## config.mk

```make
export PLATFORM = sky130hd
export DESIGN_NAME = mips_debug_unit_flat
export DESIGN_NICKNAME = d
export VERILOG_FILES = /design/src/rtl/mips_debug_unit_pkg.sv /design/src/rtl/mips_debug_unit_if.sv /design/src/rtl/mips_debug_unit_serializer.sv /design/src/rtl/mips_debug_unit.sv /design/src/flat_wrapper.sv
export SDC_FILE = /design/constraint.sdc
export NUM_CORES = 1
export LEC_CHECK = 0
export ABC_CLOCK_PERIOD_IN_PS = 2600
export BUFFER_PORTS_ARGS = -buffer_cell sky130_fd_sc_hd__buf_2
export CAP_MARGIN = 20
export CELL_PAD_IN_SITES_DETAIL_PLACEMENT = 0
export CELL_PAD_IN_SITES_GLOBAL_PLACEMENT = 1
export CORE_MARGIN = 5
export CORE_UTILIZATION = 42
export DETAILED_ROUTE_END_ITERATION = 8
export MAX_ROUTING_LAYER = met4
export PLACE_DENSITY = 0.86
export SYNTH_ARGS = -nofsm -noshare
export SYNTH_HDL_FRONTEND = slang
export SYNTH_HIERARCHICAL = 1
export SYNTH_SLANG_ARGS = --single-unit
```

## constraint.sdc

```tcl
create_clock -name i_clk -period 2.6 [get_ports i_clk]
set_input_delay 0.52 -clock i_clk [delete_from_list [all_inputs] [get_ports i_clk]]
set_output_delay 0.52 -clock i_clk [all_outputs]
set_load 0.005 [all_outputs]
```

## src/rtl/mips_debug_unit_pkg.sv

```systemverilog
// Shared constants, state encodings and command decode for the MIPS host debug unit.
package mips_debug_pkg;

    localparam logic [7:0] CMD_LOAD = 8'h4C;
    localparam logic [7:0] CMD_RUN  = 8'h43;
    localparam logic [7:0] CMD_STEP = 8'h53;
    localparam logic [7:0] CMD_DUMP = 8'h44;

    localparam logic [31:0] HALT_INST  = 32'h0000_0000;
    localparam int          DUMP_WORDS = 33;

    typedef enum logic [2:0] {
        ST_IDLE       = 3'd0,
        ST_LOAD       = 3'd1,
        ST_RUN        = 3'd2,
        ST_STEP       = 3'd3,
        ST_DUMP_LATCH = 3'd4,
        ST_DUMP_SEND  = 3'd5,
        ST_DUMP_WAIT  = 3'd6
    } dbg_state_t;

    typedef enum logic [0:0] {
        SER_IDLE = 1'b0,
        SER_WAIT = 1'b1
    } ser_state_t;

    // Unknown command bytes map to IDLE so they leave the FSM where it is.
    function automatic dbg_state_t decode_cmd(input logic [7:0] cmd);
        case (cmd)
            CMD_LOAD: return ST_LOAD;
            CMD_RUN:  return ST_RUN;
            CMD_STEP: return ST_STEP;
            CMD_DUMP: return ST_DUMP_LATCH;
            default:  return ST_IDLE;
        endcase
    endfunction

endpackage

```

## src/rtl/mips_debug_unit_if.sv

```systemverilog
// Bundle of UART, instruction-load and CPU-debug signals around the debug unit.
interface mips_debug_unit_if #(
    parameter int NB_ADDR = 32,
    parameter int NB_INST = 32,
    parameter int NB_DATA = 32,
    parameter int NB_REG  = 5,
    parameter int NB_BYTE = 8
);
    logic [NB_BYTE-1:0] i_rx_data;
    logic               i_rx_valid;
    logic [NB_BYTE-1:0] o_tx_data;
    logic               o_tx_start;
    logic               i_tx_done;
    logic               o_write;
    logic [NB_ADDR-1:0] o_address;
    logic [NB_INST-1:0] o_instruction;
    logic               o_enable;
    logic [NB_ADDR-1:0] i_pc;
    logic               i_halt;
    logic [NB_REG-1:0]  o_reg_addr;
    logic [NB_DATA-1:0] i_reg_data;
    logic               o_busy;

    modport master (
        input  i_rx_data, i_rx_valid, i_tx_done, i_pc, i_halt, i_reg_data,
        output o_tx_data, o_tx_start, o_write, o_address, o_instruction,
               o_enable, o_reg_addr, o_busy
    );

    modport slave (
        output i_rx_data, i_rx_valid, i_tx_done, i_pc, i_halt, i_reg_data,
        input  o_tx_data, o_tx_start, o_write, o_address, o_instruction,
               o_enable, o_reg_addr, o_busy
    );
endinterface

```

## src/rtl/mips_debug_unit_serializer.sv

```systemverilog
// Sends one word over the byte-wide tx handshake, least significant byte first.
module dbg_word_serializer
    import mips_debug_pkg::*;
#(
    parameter int NB_WORD = 32,
    parameter int NB_BYTE = 8
) (
    input  logic               clk,
    input  logic               rst_b,
    input  logic [NB_WORD-1:0] word,
    input  logic               start,
    output logic               done,
    output logic [NB_BYTE-1:0] tx_data,
    output logic               tx_start,
    input  logic               tx_done
);
    localparam int                NB_CNT    = $clog2(NB_WORD / NB_BYTE);
    localparam logic [NB_CNT-1:0] LAST_BYTE = NB_CNT'(NB_WORD / NB_BYTE - 1);

    ser_state_t         state_q, state_d;
    logic [NB_WORD-1:0] shift_q;
    logic [NB_CNT-1:0]  cnt_q;
    logic               load, advance, finish;

    always_comb begin
        state_d = state_q;
        load    = 1'b0;
        advance = 1'b0;
        finish  = 1'b0;
        case (state_q)
            SER_IDLE: begin
                if (start) begin
                    load    = 1'b1;
                    state_d = SER_WAIT;
                end
            end
            SER_WAIT: begin
                if (tx_done) begin
                    if (cnt_q == LAST_BYTE) begin
                        finish  = 1'b1;
                        state_d = SER_IDLE;
                    end else begin
                        advance = 1'b1;
                    end
                end
            end
            default: state_d = SER_IDLE;
        endcase
    end

    // tx_data only changes together with a start pulse, so it holds through each byte.
    always_ff @(posedge clk) begin
        if (!rst_b) begin
            state_q  <= SER_IDLE;
            shift_q  <= '0;
            cnt_q    <= '0;
            tx_data  <= '0;
            tx_start <= 1'b0;
            done     <= 1'b0;
        end else begin
            state_q  <= state_d;
            tx_start <= load | advance;
            done     <= finish;
            if (load) begin
                tx_data <= word[NB_BYTE-1:0];
                shift_q <= word >> NB_BYTE;
                cnt_q   <= '0;
            end else if (advance) begin
                tx_data <= shift_q[NB_BYTE-1:0];
                shift_q <= shift_q >> NB_BYTE;
                cnt_q   <= cnt_q + NB_CNT'(1);
            end
        end
    end

endmodule

```

## src/rtl/mips_debug_unit.sv

```systemverilog
// Host debug controller: loads program words over UART, runs or steps the CPU,
// then streams PC and the register file back out.
//
//   state       | meaning
//   IDLE        | waiting for a command byte
//   LOAD        | assembling bytes into words and writing instruction memory
//   RUN         | CPU enabled until HALT retires
//   STEP        | CPU enabled for a single cycle
//   DUMP_LATCH  | capture PC or the addressed register into the send buffer
//   DUMP_SEND   | kick the serializer with the captured word
//   DUMP_WAIT   | wait for the serializer to finish the word
module mips_debug_unit
    import mips_debug_pkg::*;
#(
    parameter int NB_ADDR    = 32,
    parameter int NB_INST    = 32,
    parameter int NB_DATA    = 32,
    parameter int NB_REG     = 5,
    parameter int NB_BYTE    = 8,
    parameter int IMEM_DEPTH = 64
) (
    input  logic               i_clk,
    input  logic               i_reset,
    mips_debug_unit_if.master  bus
);
    localparam logic [NB_ADDR-1:0] LAST_ADDR = NB_ADDR'((IMEM_DEPTH - 1) * 4);
    localparam logic [5:0]         LAST_WORD = 6'(DUMP_WORDS - 1);

    dbg_state_t                 state_q, state_d;
    logic [1:0]                 byte_cnt_q;
    logic [NB_INST-NB_BYTE-1:0] inst_buf_q;
    logic [NB_INST-1:0]         assembled;
    logic [NB_ADDR-1:0]         addr_cnt_q;
    logic [NB_ADDR-1:0]         pc_q;
    logic [5:0]                 word_idx_q;
    logic [NB_DATA-1:0]         word_q;

    logic load_byte, word_done, load_exit;
    logic dump_entry, latch_word, ser_start, next_word, ser_done;

    assign assembled  = {bus.i_rx_data, inst_buf_q};
    assign bus.o_busy = (state_q != ST_IDLE);

    always_comb begin
        state_d    = state_q;
        load_byte  = 1'b0;
        word_done  = 1'b0;
        load_exit  = 1'b0;
        latch_word = 1'b0;
        ser_start  = 1'b0;
        next_word  = 1'b0;
        case (state_q)
            ST_IDLE: begin
                if (bus.i_rx_valid) state_d = decode_cmd(bus.i_rx_data);
            end
            ST_LOAD: begin
                if (bus.i_rx_valid) begin
                    load_byte = 1'b1;
                    if (byte_cnt_q == 2'd3) begin
                        word_done = 1'b1;
                        if (assembled == HALT_INST || addr_cnt_q == LAST_ADDR) begin
                            load_exit = 1'b1;
                            state_d   = ST_IDLE;
                        end
                    end
                end
            end
            ST_RUN: begin
                if (bus.i_halt) state_d = ST_DUMP_LATCH;
            end
            ST_STEP: state_d = ST_DUMP_LATCH;
            ST_DUMP_LATCH: begin
                latch_word = 1'b1;
                state_d    = ST_DUMP_SEND;
            end
            ST_DUMP_SEND: begin
                ser_start = 1'b1;
                state_d   = ST_DUMP_WAIT;
            end
            ST_DUMP_WAIT: begin
                if (ser_done) begin
                    if (word_idx_q == LAST_WORD) begin
                        state_d = ST_IDLE;
                    end else begin
                        next_word = 1'b1;
                        state_d   = ST_DUMP_LATCH;
                    end
                end
            end
            default: state_d = ST_IDLE;
        endcase
    end

    assign dump_entry = (state_d == ST_DUMP_LATCH) &&
                        (state_q inside {ST_IDLE, ST_RUN, ST_STEP});

    always_ff @(posedge i_clk) begin
        if (!i_reset) begin
            state_q           <= ST_IDLE;
            byte_cnt_q        <= '0;
            inst_buf_q        <= '0;
            addr_cnt_q        <= '0;
            pc_q              <= '0;
            word_idx_q        <= '0;
            word_q            <= '0;
            bus.o_write       <= 1'b0;
            bus.o_address     <= '0;
            bus.o_instruction <= '0;
            bus.o_enable      <= 1'b0;
            bus.o_reg_addr    <= '0;
        end else begin
            state_q      <= state_d;
            bus.o_enable <= (state_d == ST_RUN) || (state_d == ST_STEP);
            bus.o_write  <= word_done;

            if (load_byte) begin
                byte_cnt_q <= byte_cnt_q + 2'd1;
                case (byte_cnt_q)
                    2'd0:    inst_buf_q[NB_BYTE-1:0]           <= bus.i_rx_data;
                    2'd1:    inst_buf_q[2*NB_BYTE-1:NB_BYTE]   <= bus.i_rx_data;
                    2'd2:    inst_buf_q[3*NB_BYTE-1:2*NB_BYTE] <= bus.i_rx_data;
                    default: ;
                endcase
            end

            if (word_done) begin
                bus.o_address     <= addr_cnt_q;
                bus.o_instruction <= assembled;
                addr_cnt_q        <= load_exit ? '0 : addr_cnt_q + NB_ADDR'(4);
            end

            if (dump_entry) begin
                pc_q       <= bus.i_pc;
                word_idx_q <= '0;
            end

            // Point the register port at the next word's register while this one is
            // being shifted out, so read data has long settled by the next latch.
            if (latch_word) begin
                word_q <= (word_idx_q == '0) ? NB_DATA'(pc_q) : bus.i_reg_data;
                if (word_idx_q < LAST_WORD) bus.o_reg_addr <= NB_REG'(word_idx_q);
            end

            if (next_word) word_idx_q <= word_idx_q + 6'd1;
        end
    end

    dbg_word_serializer #(
        .NB_WORD (NB_DATA),
        .NB_BYTE (NB_BYTE)
    ) u_serializer (
        .clk      (i_clk),
        .rst_b    (i_reset),
        .word     (word_q),
        .start    (ser_start),
        .done     (ser_done),
        .tx_data  (bus.o_tx_data),
        .tx_start (bus.o_tx_start),
        .tx_done  (bus.i_tx_done)
    );

endmodule

```

## src/flat_wrapper.sv

```systemverilog
// flat-port wrapper written by rule: the top's interface ports become plain ports
module mips_debug_unit_flat import mips_debug_pkg::*;
#(
    parameter int NB_ADDR    = 32,
    parameter int NB_INST    = 32,
    parameter int NB_DATA    = 32,
    parameter int NB_REG     = 5,
    parameter int NB_BYTE    = 8,
    parameter int IMEM_DEPTH = 64
)
  (i_clk, i_reset, bus_i_rx_data, bus_i_rx_valid, bus_i_tx_done, bus_i_pc, bus_i_halt, bus_i_reg_data, bus_o_tx_data, bus_o_tx_start, bus_o_write, bus_o_address, bus_o_instruction, bus_o_enable, bus_o_reg_addr, bus_o_busy);
  mips_debug_unit_if #(.NB_ADDR(NB_ADDR), .NB_INST(NB_INST), .NB_DATA(NB_DATA), .NB_REG(NB_REG), .NB_BYTE(NB_BYTE)) bus_i ();
  input  logic i_clk;
  input  logic i_reset;
  input wire logic [$bits(bus_i.i_rx_data)-1:0] bus_i_rx_data;
  input wire logic [$bits(bus_i.i_rx_valid)-1:0] bus_i_rx_valid;
  input wire logic [$bits(bus_i.i_tx_done)-1:0] bus_i_tx_done;
  input wire logic [$bits(bus_i.i_pc)-1:0] bus_i_pc;
  input wire logic [$bits(bus_i.i_halt)-1:0] bus_i_halt;
  input wire logic [$bits(bus_i.i_reg_data)-1:0] bus_i_reg_data;
  output wire logic [$bits(bus_i.o_tx_data)-1:0] bus_o_tx_data;
  output wire logic [$bits(bus_i.o_tx_start)-1:0] bus_o_tx_start;
  output wire logic [$bits(bus_i.o_write)-1:0] bus_o_write;
  output wire logic [$bits(bus_i.o_address)-1:0] bus_o_address;
  output wire logic [$bits(bus_i.o_instruction)-1:0] bus_o_instruction;
  output wire logic [$bits(bus_i.o_enable)-1:0] bus_o_enable;
  output wire logic [$bits(bus_i.o_reg_addr)-1:0] bus_o_reg_addr;
  output wire logic [$bits(bus_i.o_busy)-1:0] bus_o_busy;
  assign bus_i.i_rx_data = bus_i_rx_data;
  assign bus_i.i_rx_valid = bus_i_rx_valid;
  assign bus_i.i_tx_done = bus_i_tx_done;
  assign bus_i.i_pc = bus_i_pc;
  assign bus_i.i_halt = bus_i_halt;
  assign bus_i.i_reg_data = bus_i_reg_data;
  assign bus_o_tx_data = bus_i.o_tx_data;
  assign bus_o_tx_start = bus_i.o_tx_start;
  assign bus_o_write = bus_i.o_write;
  assign bus_o_address = bus_i.o_address;
  assign bus_o_instruction = bus_i.o_instruction;
  assign bus_o_enable = bus_i.o_enable;
  assign bus_o_reg_addr = bus_i.o_reg_addr;
  assign bus_o_busy = bus_i.o_busy;
  mips_debug_unit #(.NB_ADDR(NB_ADDR), .NB_INST(NB_INST), .NB_DATA(NB_DATA), .NB_REG(NB_REG), .NB_BYTE(NB_BYTE), .IMEM_DEPTH(IMEM_DEPTH)) u_core (.i_clk(i_clk), .i_reset(i_reset), .bus(bus_i));
endmodule
```

### Word-level counts from Yosys, hierarchy flattened

Cells that the tools add are included.

| cells by class | value |
|---|---|
| $add $sub $neg | 4 |
| magnitude comparators | 1 |
| equality and inequality tests | 19 |
| muxes and demuxes | 39 |
| bitwise operators | 3 |
| reductions and logical operators | 17 |

Operators with widths:

| operator | count |
|---|---|
| 2-to-1 mux 32 bit | 2 |
| 2-to-1 mux 24 bit | 2 |
| adder 32 x 3 -> 32 bit (second input constant) | 1 |
| equality test 32 x 8 -> 1 bit (second input constant) | 1 |
| equality test 8 x 7 -> 1 bit (second input constant) | 4 |
| logical NOT 32 bit | 1 |
| 2-to-1 mux 1 bit | 21 |
| 2-to-1 mux 3 bit | 7 |
| one-hot mux 3 bit (7 select lines) | 1 |
| 2-to-1 mux 8 bit | 2 |
| equality test 3 x 2 -> 1 bit (second input constant) | 4 |
| equality test 3 bit (second input constant) | 4 |
| 2-to-1 mux 6 bit | 2 |
| one-hot mux 3 bit (4 select lines) | 1 |
| AND reduction 2 bit | 4 |
| adder 6 x 1 -> 6 bit (second input constant) | 1 |
| equality test 2 bit (second input constant) | 3 |
| equality test 6 bit (second input constant) | 1 |
| logical NOT 6 bit | 1 |
| less-than comparator 6 bit (second input constant) | 1 |
| nonzero test 3 bit | 2 |
| adder 2 x 1 -> 2 bit (second input constant) | 2 |
| nonzero test 2 bit | 2 |
| equality test 3 x 1 -> 1 bit (second input constant) | 1 |
| 10 further kinds | 12 |

| storage, ports and cells | value |
|---|---|
| bits in registers | 239 |
| output and inout port bits | 81 |
| logic and storage cells | 103 |

### Logic depth before layout (Yosys ltp)

| depth | value |
|---|---|
| depth in word-level cells | 10 |
| depth in mapped cells | 8 |
| gate-level depth less buffers | 7 |

### Hierarchy

The synthesis kept the hierarchy.

Modules (own cells, without submodules):

| module | instances | cells an instance | area each (µm²) | sequential area each (µm²) |
|---|---|---|---|---|
| mips_debug_unit | 1 | 937 | 7996.4 | 3963.8 |
| dbg_word_serializer | 1 | 188 | 1515.2 | 740.7 |

### Worst setup path before layout

OpenSTA, ideal clock, no wires.

| timing path | value |
|---|---|
| kind | input -> register |
| from | in bus_i_rx_data[3] |
| to | reg u_core.addr_cnt_q[12] |
| setup time | 0.115 ns |
| arrival | 2.048 ns |
| setup slack | 0.437 ns |
| cell stages on the path | 7 |
| path buffers | 2 |
| cell sequence | buf_2 -> or4_1 -> nor3_1 -> nand4_1 -> a31oi_4 -> buf_4 -> nor2_1 |

| between the ends | value |
|---|---|
| word-level cells in the longest chain between the ends | 7 |

Ends and longest elaborated chain:

| what | RTL line | source |
|---|---|---|
| start, declared | flat_wrapper.sv:15 | `input wire logic [$bits(bus_i.i_rx_data)-1:0] bus_i_rx_data;` |
| logical NOT 32 bit | mips_debug_unit.sv:61 | `if (assembled == HALT_INST \|\| addr_cnt_q == LAST_ADDR) begin` |
| logical OR 1 bit | mips_debug_unit.sv:61 |  |
| 2-to-1 mux 1 bit | mips_debug_unit.sv:61 |  |
| 2-to-1 mux 1 bit | mips_debug_unit.sv:59 | `if (byte_cnt_q == 2'd3) begin` |
| 2-to-1 mux 1 bit | mips_debug_unit.sv:57 | `if (bus.i_rx_valid) begin` |
| 2-to-1 mux 1 bit | mips_debug_unit.sv:52 | `case (state_q)` |
| 2-to-1 mux 32 bit | mips_debug_unit.sv:129 | `addr_cnt_q <= load_exit ? '0 : addr_cnt_q + NB_ADDR'(4);` |
| end signal, assigned | mips_debug_unit.sv:129 |  |
| end, declared | mips_debug_unit.sv:33 | `logic [NB_ADDR-1:0] addr_cnt_q;` |

No other way between the ends.
A chain may end at the register's enable or synchronous reset.

### Final worst setup path

| timing path | value |
|---|---|
| from | reg u_core.word_idx_q[0] |
| to | reg u_core.word_idx_q[2] |

| between the ends | value |
|---|---|
| word-level cells in the longest chain between the ends | 7 |
| elaborated cells on any way between the ends | 12 |

Ends and longest elaborated chain:

| what | RTL line | source |
|---|---|---|
| start, declared | mips_debug_unit.sv:35 | `logic [5:0] word_idx_q;` |
| start signal, assigned | mips_debug_unit.sv:144 | `if (next_word) word_idx_q <= word_idx_q + 6'd1;` |
| equality test 6 bit | mips_debug_unit.sv:82 | `if (word_idx_q == LAST_WORD) begin` |
| 2-to-1 mux 3 bit | mips_debug_unit.sv:82 |  |
| 2-to-1 mux 3 bit | mips_debug_unit.sv:81 | `if (ser_done) begin` |
| one-hot mux 3 bit (7 select lines) | mips_debug_unit.sv:52 |  |
| equality test 3 bit | mips_debug_unit.sv:94 | `assign dump_entry = (state_d == ST_DUMP_LATCH) &&` |
| logical AND 1 bit | mips_debug_unit.sv:94 |  |
| nonzero test 2 bit (no line) | -- |  |

Several ways; a longest one is shown, not always the timed one.

==> summary by stage <==
Run status
The flow ran to the end, and the final reports show no timing, DRC or antenna violations.

Synthesis
After synthesis, the largest area contributor takes up 49.5% of total cell area. The count of synthesis-stage warnings from yosys is 6. By area the synthesized netlist is led by dfxtp_1, nand2_1, a21oi_1, mux2i_1, nor2_1. The flip-flop and latch count after synthesis is 235. The post-synthesis sequential area ratio is 49.5%.

The number of enable-type register cells in the synthesized netlist is 0. In this run, distinct cell masters in the synthesized netlist total 51. After synthesis, the mean cell area works out to 8.45 µm². Counting instances in the post-synthesis netlist gives the leading cell types as dfxtp_1, nand2_1, a21oi_1, nor2_1, mux2i_1. In the synthesized netlist, the number of instances is 1125. Counting flops with an async set or reset pin after synthesis yields a share of 0%. Among all flip-flop cells after synthesis, the most frequent one is dfxtp_1. The combined area of all synthesized cells is 0.00951 mm². The cell taking the most area after synthesis is dfxtp_1. The most frequent cell after synthesis is dfxtp_1.

Critical path
The critical path goes through inv_1, ha_1, nor4b_1, a21oi_1, a211oi_1, nor3b_1, buf_4, a211oi_1. For this run, the slowest stage of the critical path takes 0.44 ns. In this run the critical register-to-register path is captured at u_core/word_idx_q[2]. Data arrives at the worst endpoint at 2.72 ns. The launch instance of the worst register-to-register path is u_core/word_idx_q[0]. The cell repeated most along the worst path is a211oi_1. The nature of the critical path endpoint is a register. For the worst flop-to-flop path, the logic depth is 8. The slowest cell on the critical path is nor4b_1. Across all register-to-register paths, the minimum setup slack is 0.30 ns. The critical path in this run is classified as reg2reg. Of all nets on the critical path, the largest fanout is 6. At the worst endpoint, the required time is 3.02 ns. The sort of element at the start of the critical path is a register.

Clock tree
The post-CTS setup buffer count is 0. The TritonCTS clock tree is built. The number of hold buffers added after cts is 0. TritonCTS created 26 clock buffers.

The number of H-tree levels is 1. The clock passes through at most 3 buffers. The clock-pin slew on the worst setup and hold paths is 0.06 ns. At the later pin of the worst-skew pair, clock insertion delay measures 0.53 ns. CTS saw 235 sinks.

The post-cts gate resize count is 0. CTS placed an instance of clkbuf_16 at the clock tree root.

Timing
The final count of hold timing violations is 0. The worst-margin pin slew is 0.622 ns. Setup violations remaining at the end of the flow were counted as 0. The worst hold slack across all endpoints is 0.225 ns. The minimum clock period is 2.30 ns. Setup repair after global routing left no endpoint under its margin. The worst setup skew after layout is 0.0159 ns. The minimum setup slack in the final design is 0.302 ns. The worst pin sits at a relative slew slack of 58.5%. The number of pins exceeding their max-slew limit in the final report came to 0.

For the final routed database, the setup TNS stands at 0 ns. After layout, the worst path uses 88.4% of the clock period. Static timing analysis puts the maximum clock frequency at 435 MHz.

Finish
The non-filler instance count after layout is 1553. The number of nets in the finished design is 1334. The number of fill cells is 2203.

The register area is 0.00470 mm². From synthesis to final layout, the design area changed by 20.0%. The share of cells above drive strength 1 is 17.8%. After routing the design area is 0.0114 mm². The combined area of the multi-input logic cells is 0.00443 mm².

Place
The count of port buffers added during placement is 155. OpenSTA, run right after detailed placement, puts the worst setup slack at 0.284 ns. The HPWL reported at the end of detailed placement is 16200 µm. Routability-driven placement finished with a final weighted congestion of 0.832. The placed instance area is 0.0105 mm². Counting tap cells, the placed design contains a total of 1505 instances.

Global route
For this run, global-route usage on met1 was measured as 23.4%. Global routing consumed, over all layers together, 18.5% of the routing resources. The met3 usage is 3.34%. The total congestion overflow after global routing is 0. The wire length of the first global-routing pass is 39700 µm.

The met2 routing resource usage after global routing is 30.9%. The initial antenna violation count is 1. The via count of the first global-routing pass was 7874. Entering global routing, the biggest net connects 84 pins. The layer flagged by global routing as most heavily used is met2.

Die
The floorplan die width is 160 µm. The die area is 0.0258 mm². The standard cell core area is 0.0225 mm².

The total number of placement rows is 55. The initial core utilization is 42.3%. The y dimension of the die is 160 µm.

158 I/O pins were placed.

Routing
The number of routed nets with antenna violations is 0. In the routed layout, each cell is associated on average with a via count of 5.24. The number of search-and-repair iterations in the first detailed-routing pass is 4. For this block, the via count after detailed routing is 8131. In the final routed layout, each cell accounts on average for 15.5 µm. After detailed routing, the number of remaining DRC violations is 0.

The violation count after the first detailed-route iteration is 392. The overall routed net length is 24000 µm.

Pwr
Internal power comes to 5.90 mW. The share of total power consumed by net switching is 20.9%. In this run, flip-flops and latches consume 48.4% of the power. Per report_power, the combinational group accounts for 2.5% of the total. In this run the power density over the cells is 654 mW/mm².

The clock share of power is 49.1%. The net load switching power is 1.56 mW. The static leakage is 4.68 nW. The worst-case vdd ir drop is 490 µV.

Worst hold path
The worst hold path terminates at u_core/pc_q[8]. The source of the worst hold timing path is bus_i_pc[8]. The hold-critical path depth is 3.

The worst hold-check path type is in2reg.

Run
The tool flagged a number of max-cap violations equal to 0.
[sequential cells by signal, summed over array words and instances, names as in the netlist]
register / count
u_core/bus.o_instruction: 32
u_core/pc_q: 32
u_core/word_q: 32
u_core/addr_cnt_q: 30
u_core/bus.o_address: 30
u_core/inst_buf_q: 24
u_core/u_serializer/shift_q: 24
u_core/u_serializer/tx_data: 8
u_core/word_idx_q: 6
u_core/bus.o_reg_addr: 5
u_core/state_q: 3
u_core/byte_cnt_q: 2
u_core/u_serializer/cnt_q: 2
u_core/bus.o_enable: 1
u_core/bus.o_write: 1
u_core/u_serializer/done: 1
u_core/u_serializer/state_q: 1
u_core/u_serializer/tx_start: 1
[per-stage QoR]
| step | power (mW) | utilization [%] |
|---|---|---|
| after global placement | 3.88 | 46.9 |
| after floorplan | 3.77 | - |
| after global routing | 7.76 | 50.7 |
| after CTS | 7.57 | 50.7 |
| final | 7.46 | 50.7 |
| after detailed placement | 3.88 | 46.9 |
[how the worst max path moves through the flow]
stage	end	depth (start not counted)	startpoint	slack [ns]
2_1_floorplan	u_core/addr_cnt_q[12]	7	bus_i_rx_data[3]	0.44
3_3_place_gp	u_core/addr_cnt_q[12]	7	bus_i_rx_data[3]	0.34
3_5_place_dp	u_core/addr_cnt_q[24]	7	bus_i_rx_data[2]	0.28
4_1_cts	u_core/word_idx_q[2]	8	u_core/word_idx_q[0]	0.32
5_1_grt	u_core/word_idx_q[2]	8	u_core/word_idx_q[1]	0.10
6_report	u_core/word_idx_q[2]	8	u_core/word_idx_q[0]	0.30
[power by group through the flow]
| stage | clock [mW] | combinational [mW] | sequential (mW) |
|---|---|---|---|
| 3_5_place_dp | 0 | 0.189 | 3.69 |
| 6_report | 3.66 | 0.188 | 3.61 |
| 4_1_cts | 3.77 | 0.190 | 3.61 |
| 3_3_place_gp | 0 | 0.189 | 3.69 |
| 5_1_grt | 3.94 | 0.208 | 3.61 |
| 2_1_floorplan | 0 | 0.0874 | 3.69 |
[cells in the final DEF, fill, tap and decap left out, types with 17 or more instances in the layout]
cell type / netlist / routed
clkbuf_16: 0 / 26
o21ai_0: 33 / 33
nor3_1: 17 / 17
xnor2_1: 24 / 24
dfxtp_1: 235 / 235
nor2_1: 112 / 112
mux2i_1: 65 / 65
nand2_1: 211 / 210
a21oi_1: 148 / 148
nand3_1: 51 / 51
a211oi_1: 35 / 35
buf_2: 18 / 155
[cell families after synthesis]
group | count (synthesis) | synth area share (%)
and+or+nand+nor | 454 | 21.3
AOI/OAI and AO/OA | 238 | 14.2
DFF | 235 | 49.5
buffers and inverters | 93 | 4.26
muxes | 65 | 6.84
xor gates and xnor gates | 30 | 2.76
adders and majority gates | 9 | 1.18
other | 1 | 0.0394
[worst max-delay path: cells and delay by family (launching register included)]
kind / cells / cell delay (ns)
and+or+nand+nor: 2 / 0.55
buffers and inverters: 2 / 0.27
adders and majority gates: 1 / 0.15
DFF: 1 / 0.35
AOI/OAI and AO/OA: 3 / 0.87
[routing by layer]
layer | vias up | wire, µm
met1 | 3809 | 10600
met2 | 171 | 11900
met4 | 0 | 383
met3 | 33 | 1210
met5 | - | 0
li1 | 4118 | -
[final cells by class]
class / count / share of cell area (%)
repair buffers: 176 / 8.84
clock buffers: 41 / 6.72
multi-input cells: 798 / 38.8
inverters: 11 / 0.384
well taps: 285 / 3.13
flip-flops and latches: 235 / 41.2
clock inverters: 6 / 0.833
diodes: 1 / 0.0219
Power figures use the tool's default switching activity.
